<file path="src/rtl/spi_reg_frontend.sv">
// SPI mode-0 slave front end: synchronises the SPI pins, decodes a command byte
// and performs one register-bank write or read per frame.
module spi_reg_frontend #(
    parameter int ADDR_W = 3,
    parameter int REG_W  = 8
) (
    input  logic              clk,
    input  logic              rstb,
    input  logic              ena,
    input  logic              spi_cs_n,
    input  logic              spi_clk,
    input  logic              spi_mosi,
    output logic              spi_miso,
    output logic [ADDR_W-1:0] reg_addr,
    input  logic [REG_W-1:0]  reg_data_i,
    output logic [REG_W-1:0]  reg_data_o,
    output logic              reg_data_o_dv,
    input  logic [REG_W-1:0]  status
);

    localparam int RX_W  = (REG_W > 8) ? REG_W : 8;
    localparam int CNT_W = $clog2(RX_W) + 1;
    localparam logic [CNT_W-1:0] CMD_LAST  = CNT_W'(7);
    localparam logic [CNT_W-1:0] DATA_LAST = CNT_W'(REG_W - 1);

    typedef enum logic [2:0] {IDLE, CMD, LOAD, DATA, DONE} state_t;

    state_t            state;
    logic [2:0]        cs_q;
    logic [2:0]        sclk_q;
    logic [1:0]        mosi_q;
    logic [RX_W-1:0]   rx;
    logic [REG_W-1:0]  tx;
    logic [CNT_W-1:0]  cnt;
    logic              rw;
    logic              first_fall;
    logic              wr_pend;

    logic              cs_high;
    logic              cs_fall;
    logic              sclk_rise;
    logic              sclk_fall;
    logic [RX_W-1:0]   rx_next;

    // CS sync resets low so a reset while CS is held low cannot fake a CS fall.
    always_ff @(posedge clk or negedge rstb) begin
        if (!rstb) begin
            cs_q   <= '0;
            sclk_q <= '0;
            mosi_q <= '0;
        end else begin
            cs_q   <= {cs_q[1:0], spi_cs_n};
            sclk_q <= {sclk_q[1:0], spi_clk};
            mosi_q <= {mosi_q[0], spi_mosi};
        end
    end

    always_comb begin
        cs_high   = cs_q[1];
        cs_fall   = cs_q[2] & ~cs_q[1];
        sclk_rise = sclk_q[1] & ~sclk_q[2];
        sclk_fall = ~sclk_q[1] & sclk_q[2];
        rx_next   = {rx[RX_W-2:0], mosi_q[1]};
    end

    always_ff @(posedge clk or negedge rstb) begin
        if (!rstb) begin
            state         <= IDLE;
            rx            <= '0;
            tx            <= '0;
            cnt           <= '0;
            rw            <= 1'b0;
            first_fall    <= 1'b0;
            wr_pend       <= 1'b0;
            spi_miso      <= 1'b0;
            reg_addr      <= '0;
            reg_data_o    <= '0;
            reg_data_o_dv <= 1'b0;
        end else begin
            wr_pend       <= 1'b0;
            reg_data_o_dv <= wr_pend;
            if (!ena) begin
                state         <= IDLE;
                spi_miso      <= 1'b0;
                reg_data_o_dv <= 1'b0;
            end else if (state != IDLE && cs_high) begin
                state    <= IDLE;
                spi_miso <= 1'b0;
            end else begin
                case (state)
                    IDLE: begin
                        spi_miso <= 1'b0;
                        if (cs_fall) begin
                            tx       <= status;
                            spi_miso <= status[REG_W-1];
                            cnt      <= '0;
                            state    <= CMD;
                        end
                    end
                    CMD: begin
                        if (sclk_rise) begin
                            rx <= rx_next;
                            if (cnt == CMD_LAST) begin
                                reg_addr <= rx_next[ADDR_W-1:0];
                                rw       <= rx_next[7];
                                cnt      <= '0;
                                state    <= LOAD;
                            end else begin
                                cnt <= cnt + 1'b1;
                            end
                        end
                        if (sclk_fall) begin
                            tx       <= {tx[REG_W-2:0], 1'b0};
                            spi_miso <= tx[REG_W-2];
                        end
                    end
                    LOAD: begin
                        tx         <= reg_data_i;
                        first_fall <= 1'b1;
                        state      <= DATA;
                    end
                    DATA: begin
                        if (sclk_rise) begin
                            rx <= rx_next;
                            if (cnt == DATA_LAST) begin
                                if (rw) begin
                                    reg_data_o <= rx_next[REG_W-1:0];
                                    wr_pend    <= 1'b1;
                                end
                                spi_miso <= 1'b0;
                                state    <= DONE;
                            end else begin
                                cnt <= cnt + 1'b1;
                            end
                        end
                        // First fall after LOAD presents the loaded MSB without shifting.
                        if (sclk_fall) begin
                            if (first_fall) begin
                                spi_miso   <= tx[REG_W-1];
                                first_fall <= 1'b0;
                            end else begin
                                tx       <= {tx[REG_W-2:0], 1'b0};
                                spi_miso <= tx[REG_W-2];
                            end
                        end
                    end
                    DONE: begin
                        spi_miso <= 1'b0;
                    end
                    default: begin
                        state    <= IDLE;
                        spi_miso <= 1'b0;
                    end
                endcase
            end
        end
    end

endmodule

</file>
<file path="config.mk">
export PLATFORM = sky130hd
export DESIGN_NAME = spi_reg_frontend
export DESIGN_NICKNAME = d
export VERILOG_FILES = /design/src/rtl/spi_reg_frontend.sv
export SDC_FILE = /design/constraint.sdc
export NUM_CORES = 1
export LEC_CHECK = 0
export BUFFER_PORTS_ARGS = -buffer_cell sky130_fd_sc_hd__buf_2
export CAP_MARGIN = 20
export CORE_AREA = 5 5 78 80
export CTS_CLUSTER_SIZE = 14
export DETAILED_ROUTE_END_ITERATION = 10
export DIE_AREA = 0 0 83 85
export PLACE_DENSITY_LB_ADDON = 0.12
export SYNTH_ARGS = -nofsm -noshare
export SYNTH_HDL_FRONTEND = slang
export SYNTH_SLANG_ARGS = --single-unit
</file>
<file path="constraint.sdc">
create_clock -name clk -period 2.6 [get_ports clk]
set_input_delay 0.13 -clock clk [delete_from_list [all_inputs] [get_ports clk]]
set_output_delay 0.13 -clock clk [all_outputs]
set_load 0.01 [all_outputs]
</file>
==> results of run 1 <==
==> cells in the mapped netlist, types with 2 or more instances <==
| master | n | area [um^2] |
|---|---|---|
| sky130_fd_sc_hd__nand2b_1 | 3 | 18.77 |
| sky130_fd_sc_hd__nor2b_1 | 5 | 31.28 |
| sky130_fd_sc_hd__o31ai_1 | 3 | 22.52 |
| sky130_fd_sc_hd__mux2_1 | 21 | 236.5 |
| sky130_fd_sc_hd__o21ai_1 | 5 | 25.02 |
| sky130_fd_sc_hd__clkbuf_1 | 6 | 22.52 |
| sky130_fd_sc_hd__a21oi_1 | 4 | 20.02 |
| sky130_fd_sc_hd__or3_1 | 2 | 12.51 |
| sky130_fd_sc_hd__and3b_1 | 2 | 17.52 |
| sky130_fd_sc_hd__nor3b_2 | 2 | 25.02 |
| sky130_fd_sc_hd__mux2_4 | 7 | 105.1 |
| sky130_fd_sc_hd__inv_1 | 2 | 7.510 |
| sky130_fd_sc_hd__nand2_1 | 10 | 37.54 |
| sky130_fd_sc_hd__nand4b_1 | 2 | 17.52 |
| sky130_fd_sc_hd__nor2_1 | 2 | 7.510 |
| sky130_fd_sc_hd__nor3_1 | 2 | 10.01 |
| sky130_fd_sc_hd__dfrtp_1 | 46 | 1151 |
| sky130_fd_sc_hd__o21ai_0 | 8 | 40.04 |
| sky130_fd_sc_hd__buf_2 | 3 | 15.01 |
| sky130_fd_sc_hd__a22oi_1 | 8 | 60.06 |
==> critical path: stages (launching register included) <==
cell and delay (ns):
sky130_fd_sc_hd__dfrtp_1 0.54, sky130_fd_sc_hd__nand2b_1 0.22, sky130_fd_sc_hd__or2_1 0.29, sky130_fd_sc_hd__or3_1 0.59, sky130_fd_sc_hd__mux2_4 0.37
==> state kept, by name, summed over array words and instances, names as in the netlist <==
name / cells
reg_data_o_dv: 1
reg_addr: 3
spi_miso: 1
first_fall: 1
cs_q: 3
rw: 1
wr_pend: 1
reg_data_o: 8
mosi_q: 2
sclk_q: 3
tx: 8
cnt: 4
state: 3
rx: 7
==> worst paths after layout <==
| path | to | startpoint | slack [ns] |
|---|---|---|---|
| max | rx[4]$_DFFE_PN0P_ | state[2]$_DFFE_PN0P_ | 0.48 |
| min | reg_data_o_dv$_DFF_PN0_ | ena | 0.11 |
| max reg2reg | rx[4]$_DFFE_PN0P_ | state[2]$_DFFE_PN0P_ | 0.48 |
| min reg2reg | cs_q[1]$_DFF_PN0_ | cs_q[0]$_DFF_PN0_ | 0.35 |
| max in group asynchronous | tx[4]$_DFFE_PN0P_ | rstb | 1.85 |
| min in group asynchronous | state[0]$_DFFE_PN0P_ | rstb | 0.27 |
==> kinds of logic (layout without fill, tap and decap cells) <==
kind of cell	count (synthesis)	in the layout	share of synthesized area (%)
xor gates and xnor gates	1	1	0.4241
adders and majority gates	1	1	0.6056
buffers and inverters	12	50	2.725
DFF	46	46	55.72
muxes	29	29	17.08
and+or+nand+nor	39	39	12.05
AOI/OAI and AO/OA	36	36	11.39
==> final cells by class <==
class / instances / area, um^2
Fill cell: 514 / 2883
Sequential cell: 46 / 1151
Multi-Input combinational cell: 106 / 858.3
Timing Repair Buffer: 40 / 237.7
Tap cell: 72 / 90.09
Clock buffer: 6 / 72.57
Clock inverter: 2 / 37.54
Inverter: 2 / 7.507
==> layer usage <==
layer  global-route usage [%]  wire length [um]  up-vias
met2                    20.34              2053       26
met4                    4.160                42        0
met1                    14.84              1819      697
met5                        0                 0        -
met3                    3.398               140        5
li1                         -                 -      670
==> per-stage QoR <==
step / area (um^2) / std cells
6_report: 2455 / 274
3_3_place_gp: 2285 / 261
4_1_cts: 2425 / 272
3_5_place_dp: 2285 / 261
2_1_floorplan: 2066 / 164
5_1_grt: 2455 / 274
==> report_power, final <==
part	total (mW)	switching [mW]	leakage [nW]	internal, mW
registers	0.791	0.0326	0.606	0.759
logic	0.116	0.0540	0.542	0.0619
clock network	0.516	0.230	0.0514	0.287
==> repair_timing <==
item                                    in CTS  in global routing
endpoints found under the setup margin       0                  0
hold buffers                                 3                  1
hold endpoints to repair                     3                 13
==> flow_results.org, run 1 <==
** Run status
- The run finished with clean final reports.

** Die
- 35 I/O pins were placed.
- Measured along the y axis, the die boundary spans 85 um.
- Starting utilization of the core area :: 38.70%
- The core region is 5338 um^2.
- Die Footprint :: 7055 um^2
- From left edge to right edge, the die measures 83 um.
- Count of standard-cell rows :: 27

** Layout
- Commonest non-fill, non-tap cell in the layout :: sky130_fd_sc_hd__dfrtp_1
- Share of final-layout standard cells stronger than drive strength 1 :: 26.73%
- Diodes inserted :: 0
- The area growth from synthesis to layout is 18.84%.
- Final #Nets :: 224
- Highest-count cells in the layout ignoring fill and taps :: sky130_fd_sc_hd__dfrtp_1 (46), sky130_fd_sc_hd__buf_2 (34), sky130_fd_sc_hd__mux2_1 (21), sky130_fd_sc_hd__nand2_1 (10)
- At the end of the flow the core is filled with cells to 45.99%.

** Routing
- Number of nets with antenna violations after routing :: 0
- The first detailed-routing pass took 4 iterations.
- The routed layout has 1398 vias.
- Total wirelength of the detailed-routed design :: 4.055 mm
- For this block, the initial DRC count from the detailed router was 168.
- Drt wl/cell :: 14.80 um
- After detailed routing, the number of remaining DRC violations is 0.
- Routed via count divided by cell count :: 5.102

** STA
- The max-slew violation total from the final report came to 0.
- Of the available clock period, the critical path in the final layout requires 81.57%.
- The number of endpoints with negative hold slack in the final report is 0.
- Setup repair after global routing left no endpoint under its margin.
- Post-Route Hold Slack :: 0.1128 ns
- Post-route minimum period :: 2.121 ns
- In the post-route analysis, the smallest setup slack over all paths is 0.4792 ns.
- Tightest slew margin relative to the limit :: 63.62%
- Setup violations remaining at the end of the flow were counted as 0.
- Derived from the worst setup path, the maximum achievable clock frequency is 471.5 MHz.
- Final Skew :: 0.003310 ns
- Final total negative setup slack :: 0 ns
- At the pin with the least slew margin, the transition time is 0.5446 ns.

** Clocking
- Total CTS buffers :: 5
- No sink is reached through more buffers than the 2 on the longest clock path.
- The root buffer cell chosen for the clock tree is sky130_fd_sc_hd__clkbuf_8.
- TritonCTS clock tree :: yes
- The clock tree synthesis step divided the H-tree into 2 levels.
- For this design, the sink count on the clock tree is 46.
- The clock reaches the later pin of the worst-skew pair after 0.29 ns.
- Clock-pin slew on the worst setup and hold paths :: 0.08 ns
- Gates resized during post-CTS repair numbered 0.
- Post-CTS setup-driven buffer insertion count :: 0

** Critical path
- Data on the critical path is required at its endpoint by 2.78 ns.
- Critical Path Source Type :: flop
- Kind of end point of the critical path :: flop
- Of all nets on the critical path, the largest fanout is 14.
- The number of cells on the worst reg-to-reg path is 4.
- Crit Path Category :: flop to flop
- Arrival time at the worst endpoint :: 2.30 ns

** GRT
- After global routing the overflow that remains totals 0.
- Vias in the first global route :: 1505
- The initial antenna violation count is 0.
- The first global-routing pass estimated 7.010 mm of wire.
- Tot GR Track Use :: 12.05%
- Pin count of the biggest net entering global routing :: 47

** Logic synthesis
- Cell Area, Synth :: 2066 um^2
- For this run, the number of Yosys warnings is 0.
- In this run, synthesis produced a sequential element count of 46.
- Counting every net in the synthesized netlist gives 187.
- For this run, the leading register cell type out of synthesis is sky130_fd_sc_hd__dfrtp_1.
- After synthesis, the netlist uses 41 different library cells.
- Post-synthesis async set-or-reset flop share :: 100.0%
- Number of cells produced by synthesis :: 164
- Sequential elements use 55.72% of the synthesized area.
- Each instance of the synthesized netlist takes up on average 12.60 um^2.
- Post-synth EDFFs :: 0

** Place
- Final GP Congestion :: 0.8080
- Before CTS, the worst setup slack after placement is 0.5011 ns.
- Detailed placement ended at an HPWL of 2.875 mm.
- The count of buffers added on input and output ports is 34.

** Power and ir drop
- Lkg Pwr :: 1.200 nW
- For this design the ratio of total power to cell area is 579.8 nW/um^2.
- VDD sags by at most 0.3183 mV.
- The design draws 1.423 mW.

** Worst hold path
- The worst hold path belongs to the class primary input to flop.
- Counting instances, the worst hold path has a depth of 2.

** Run
- The tool flagged a number of max-cap violations equal to 0.
(Power assumes the default switching activity.)
==> run 2, diff against run 1 <==
Clock period 2.6 ns to 1.7 ns, I/O delays scaled along.
==> run 2 against run 1 <==
The flow now finishes with violations (setup timing); wire length up 11%; critical path depth up 1; clock skew up 0.00056 ns; register-to-register slack worse by 0.51 ns; combinational power up 91%; non-clock buffer count up 30.
==> flow_results.org, run 2 (synthesized netlist as in run 1, its figures left out) <==
** Worst hold path
- The min-delay analysis places its worst path in the category primary input to flop.

** Routing
- In the final routed layout, each cell accounts on average for 14.76 um.
- Routed vias :: 1519
- Number of nets with antenna violations after routing :: 0
- Post-detailed-route DRC marker count :: 0
- The pre-antenna-repair detailed-routing pass consisted of 4 iterations.
- The final layout contains routed wiring with a total length of 4.487 mm.
- Routed via count divided by cell count :: 4.997
- Iteration-0 DRC Markers :: 47

** Layout
- The largest registers in the layout are reg_data_o: 8 flops, tx: 8 flops, rx: 7 flops.
- From synthesis to final layout, the design area changed by 34.28%.
- The number of antenna diodes in the final layout is 0.
- Share of final-layout standard cells stronger than drive strength 1 :: 44.83%
- Final cell area excluding filler cells :: 2774 um^2
- The finished layout holds 304 standard cells, fillers aside.
- At the end of the flow the core is filled with cells to 51.97%.
- Highest-count cells in the layout ignoring fill and taps :: sky130_fd_sc_hd__dfrtp_1 (46), sky130_fd_sc_hd__buf_2 (34), sky130_fd_sc_hd__buf_4 (30), sky130_fd_sc_hd__mux2_1 (16), sky130_fd_sc_hd__mux2_4 (12)
- The library cell used most frequently in the layout, excluding fill and tap cells, is sky130_fd_sc_hd__dfrtp_1.
- After the last flow step, the layout net total stands at 254.

** Clocking
- TritonCTS built the clock tree.
- Clock tree root driver cell :: sky130_fd_sc_hd__clkbuf_8
- The clock reaches the later pin of the worst-skew pair after 0.29 ns.
- Clock buffer depth :: 2
- Total CTS buffers :: 5
- The clock tree synthesis step divided the H-tree into 2 levels.
- Clock-pin slew was measured on the worst setup and hold paths at 0.08 ns.
- Clock Sink Count :: 46

** STA
- In this run the tightest slew margin relative to its limit is 59.02%.
- The max-slew violation total from the final report was 0.
- For the pin with the worst max-slew slack, the measured transition is 0.6147 ns.
- Once routing completed, OpenROAD measured the worst setup slack at -0.02580 ns.
- Fmax achieved :: 579.4 MHz
- Setup repair after global routing missed its margin :: true
- Final Skew :: 0.003873 ns
- Post-Route Hold Slack :: 0.09806 ns
- Setup-failing EPs final :: 1
- The number of endpoints with negative hold slack in the final report was 0.
- After layout, the minimum clock period comes to 1.726 ns.
- Post-route clock period utilization :: 101.5%

** Die
- The initial utilization of the core area, before any placement, comes to 38.70%.
- Core Area :: 5338 um^2
- Die Footprint :: 7055 um^2
- 35 I/O pins were placed.
- Height of the chip :: 85 um
- Count of standard-cell rows :: 27
- The die is 83 um wide.

** Critical path
- In this run the worst path has a maximum fanout of 4.
- Dominant delay contributor by cell family on the critical path :: flip-flops
- Counting both buffers and inverters, the worst setup path holds a total of 0.
- The worst setup path is launched from a flop.
- For the worst setup path, the data arrival time is 1.91 ns.
- Crit Path Category :: flop to flop
- Required time at the worst-slack endpoint :: 1.88 ns
- Max incr delay on CP :: 0.39 ns
- Kind of end point of the critical path :: flop
- Slowest cell on crit path :: sky130_fd_sc_hd__dfrtp_1
- CP Cell Sequence :: ha_2 -> and3b_2 -> and3_4 -> a2111oi_4 -> mux2_4

** Place
- In this run the cell area measured after placement is 2509 um^2.
- Dpl hpwl :: 3.351 mm
- Port Buffer Count :: 34
- At the end of routability-driven placement, the weighted congestion stood at 0.7869.
- Including well taps, the total number of placed cells is 287.

** GRT
- Initial antenna violation count :: 0
- The first global-routing pass estimated 7.852 mm of wire.
- Global routing consumed, over all layers together, 13.66% of the routing resources.
- Vias in the first global route :: 1699
- Total gr overflow :: 0
- Entering global routing, the biggest net connects 29 pins.

** Power and ir drop
- Sw Ratio :: 22.91%
- Net Switching :: 0.5123 mW
- Max rail drop VDD :: 0.4844 mV
- Part of the total power dissipated in sequential elements :: 53.9%
- The analysis attributes to cell leakage a power of 1.370 nW.
- Share of power burned in combinational logic :: 9.9%
- PwrDens :: 806.2 nW/um^2
- Cell-internal power :: 1.724 mW
- The clock network burns 36.1% of the power.

** Run status
- Failing checks :: setup timing
- Run status :: finished, violations left

** Run
- The tool flagged a number of max-cap violations equal to 0.
run 2: worst register-to-register path: stages (launching register included):
cell                        delay [ns]
sky130_fd_sc_hd__dfrtp_1          0.39
sky130_fd_sc_hd__ha_2             0.19
sky130_fd_sc_hd__and3b_2          0.21
sky130_fd_sc_hd__and3_4           0.17
sky130_fd_sc_hd__a2111oi_4        0.33
sky130_fd_sc_hd__mux2_4           0.33
run 2: metrics by stage:
step	TNS (ns)	total power [mW]	worst slack [ns]
after floorplan	-0.5826	1.322	-0.04627
after global placement	-0.1334	1.417	-0.05649
after detailed placement	-0.3835	1.431	-0.05888
after CTS	-0.05606	2.256	-0.05606
after global routing	-0.4116	2.356	-0.1007
final	-0.02580	2.236	-0.02580
run 2: power by group through the flow:
| stage | combinational [mW] | clock, mW | sequential (mW) |
|---|---|---|---|
| floorplan | 0.109 | 0 | 1.21 |
| global route | 0.251 | 0.886 | 1.22 |
| detailed placement | 0.203 | 0 | 1.23 |
| global placement | 0.195 | 0 | 1.22 |
| finish | 0.222 | 0.808 | 1.21 |
| CTS | 0.217 | 0.833 | 1.21 |
run 2: layout make-up:
| class | count | area (um^2) |
|---|---|---|
| fill | 508 | 2564 |
| timing repair buffer | 70 | 457.9 |
| sequential | 46 | 1151 |
| inverter | 2 | 7.507 |
| tap | 72 | 90.09 |
| clock inverter | 3 | 43.79 |
| clock buffer | 5 | 68.82 |
| multi-input combinational | 106 | 954.7 |
run 2: routing by layer:
layer,part of all wire (%),routed length (um),track usage [%],up-vias
met1,45,2003,16.52,749
met5,0,0,0,-
met4,1.8,79,5.944,0
met3,3.0,136,3.495,8
li1,-,-,-,729
met2,51,2267,23.10,33
run 2: repair_timing:
| item | CTS | global route |
|---|---|---|
| gates cloned | 0 | 0 |
| gates resized for setup | 7 | 14 |
| setup buffers | 2 | 4 |
| hold buffers | 4 | 0 |
| endpoints found under the hold margin | 29 | 0 |
| endpoints found under the setup margin | 21 | 30 |
| pin swaps | 3 | 4 |
run 2: path summary, 6_finish.rpt:
kind                                    start                      end  slack [ns]  cells after the start
max in group asynchronous                rstb     spi_miso$_DFFE_PN0P_        0.78                      3
setup / recovery           cnt[1]$_DFFE_PN0P_     spi_miso$_DFFE_PN0P_       -0.03                      5
hold / removal                            ena  reg_data_o_dv$_DFF_PN0_         0.1                      2
hold reg to reg             cs_q[0]$_DFF_PN0_        cs_q[1]$_DFF_PN0_        0.35                      0
setup reg to reg           cnt[1]$_DFFE_PN0P_     spi_miso$_DFFE_PN0P_       -0.03                      5
min in group asynchronous                rstb       cnt[3]$_DFFE_PN0P_        0.33                      2
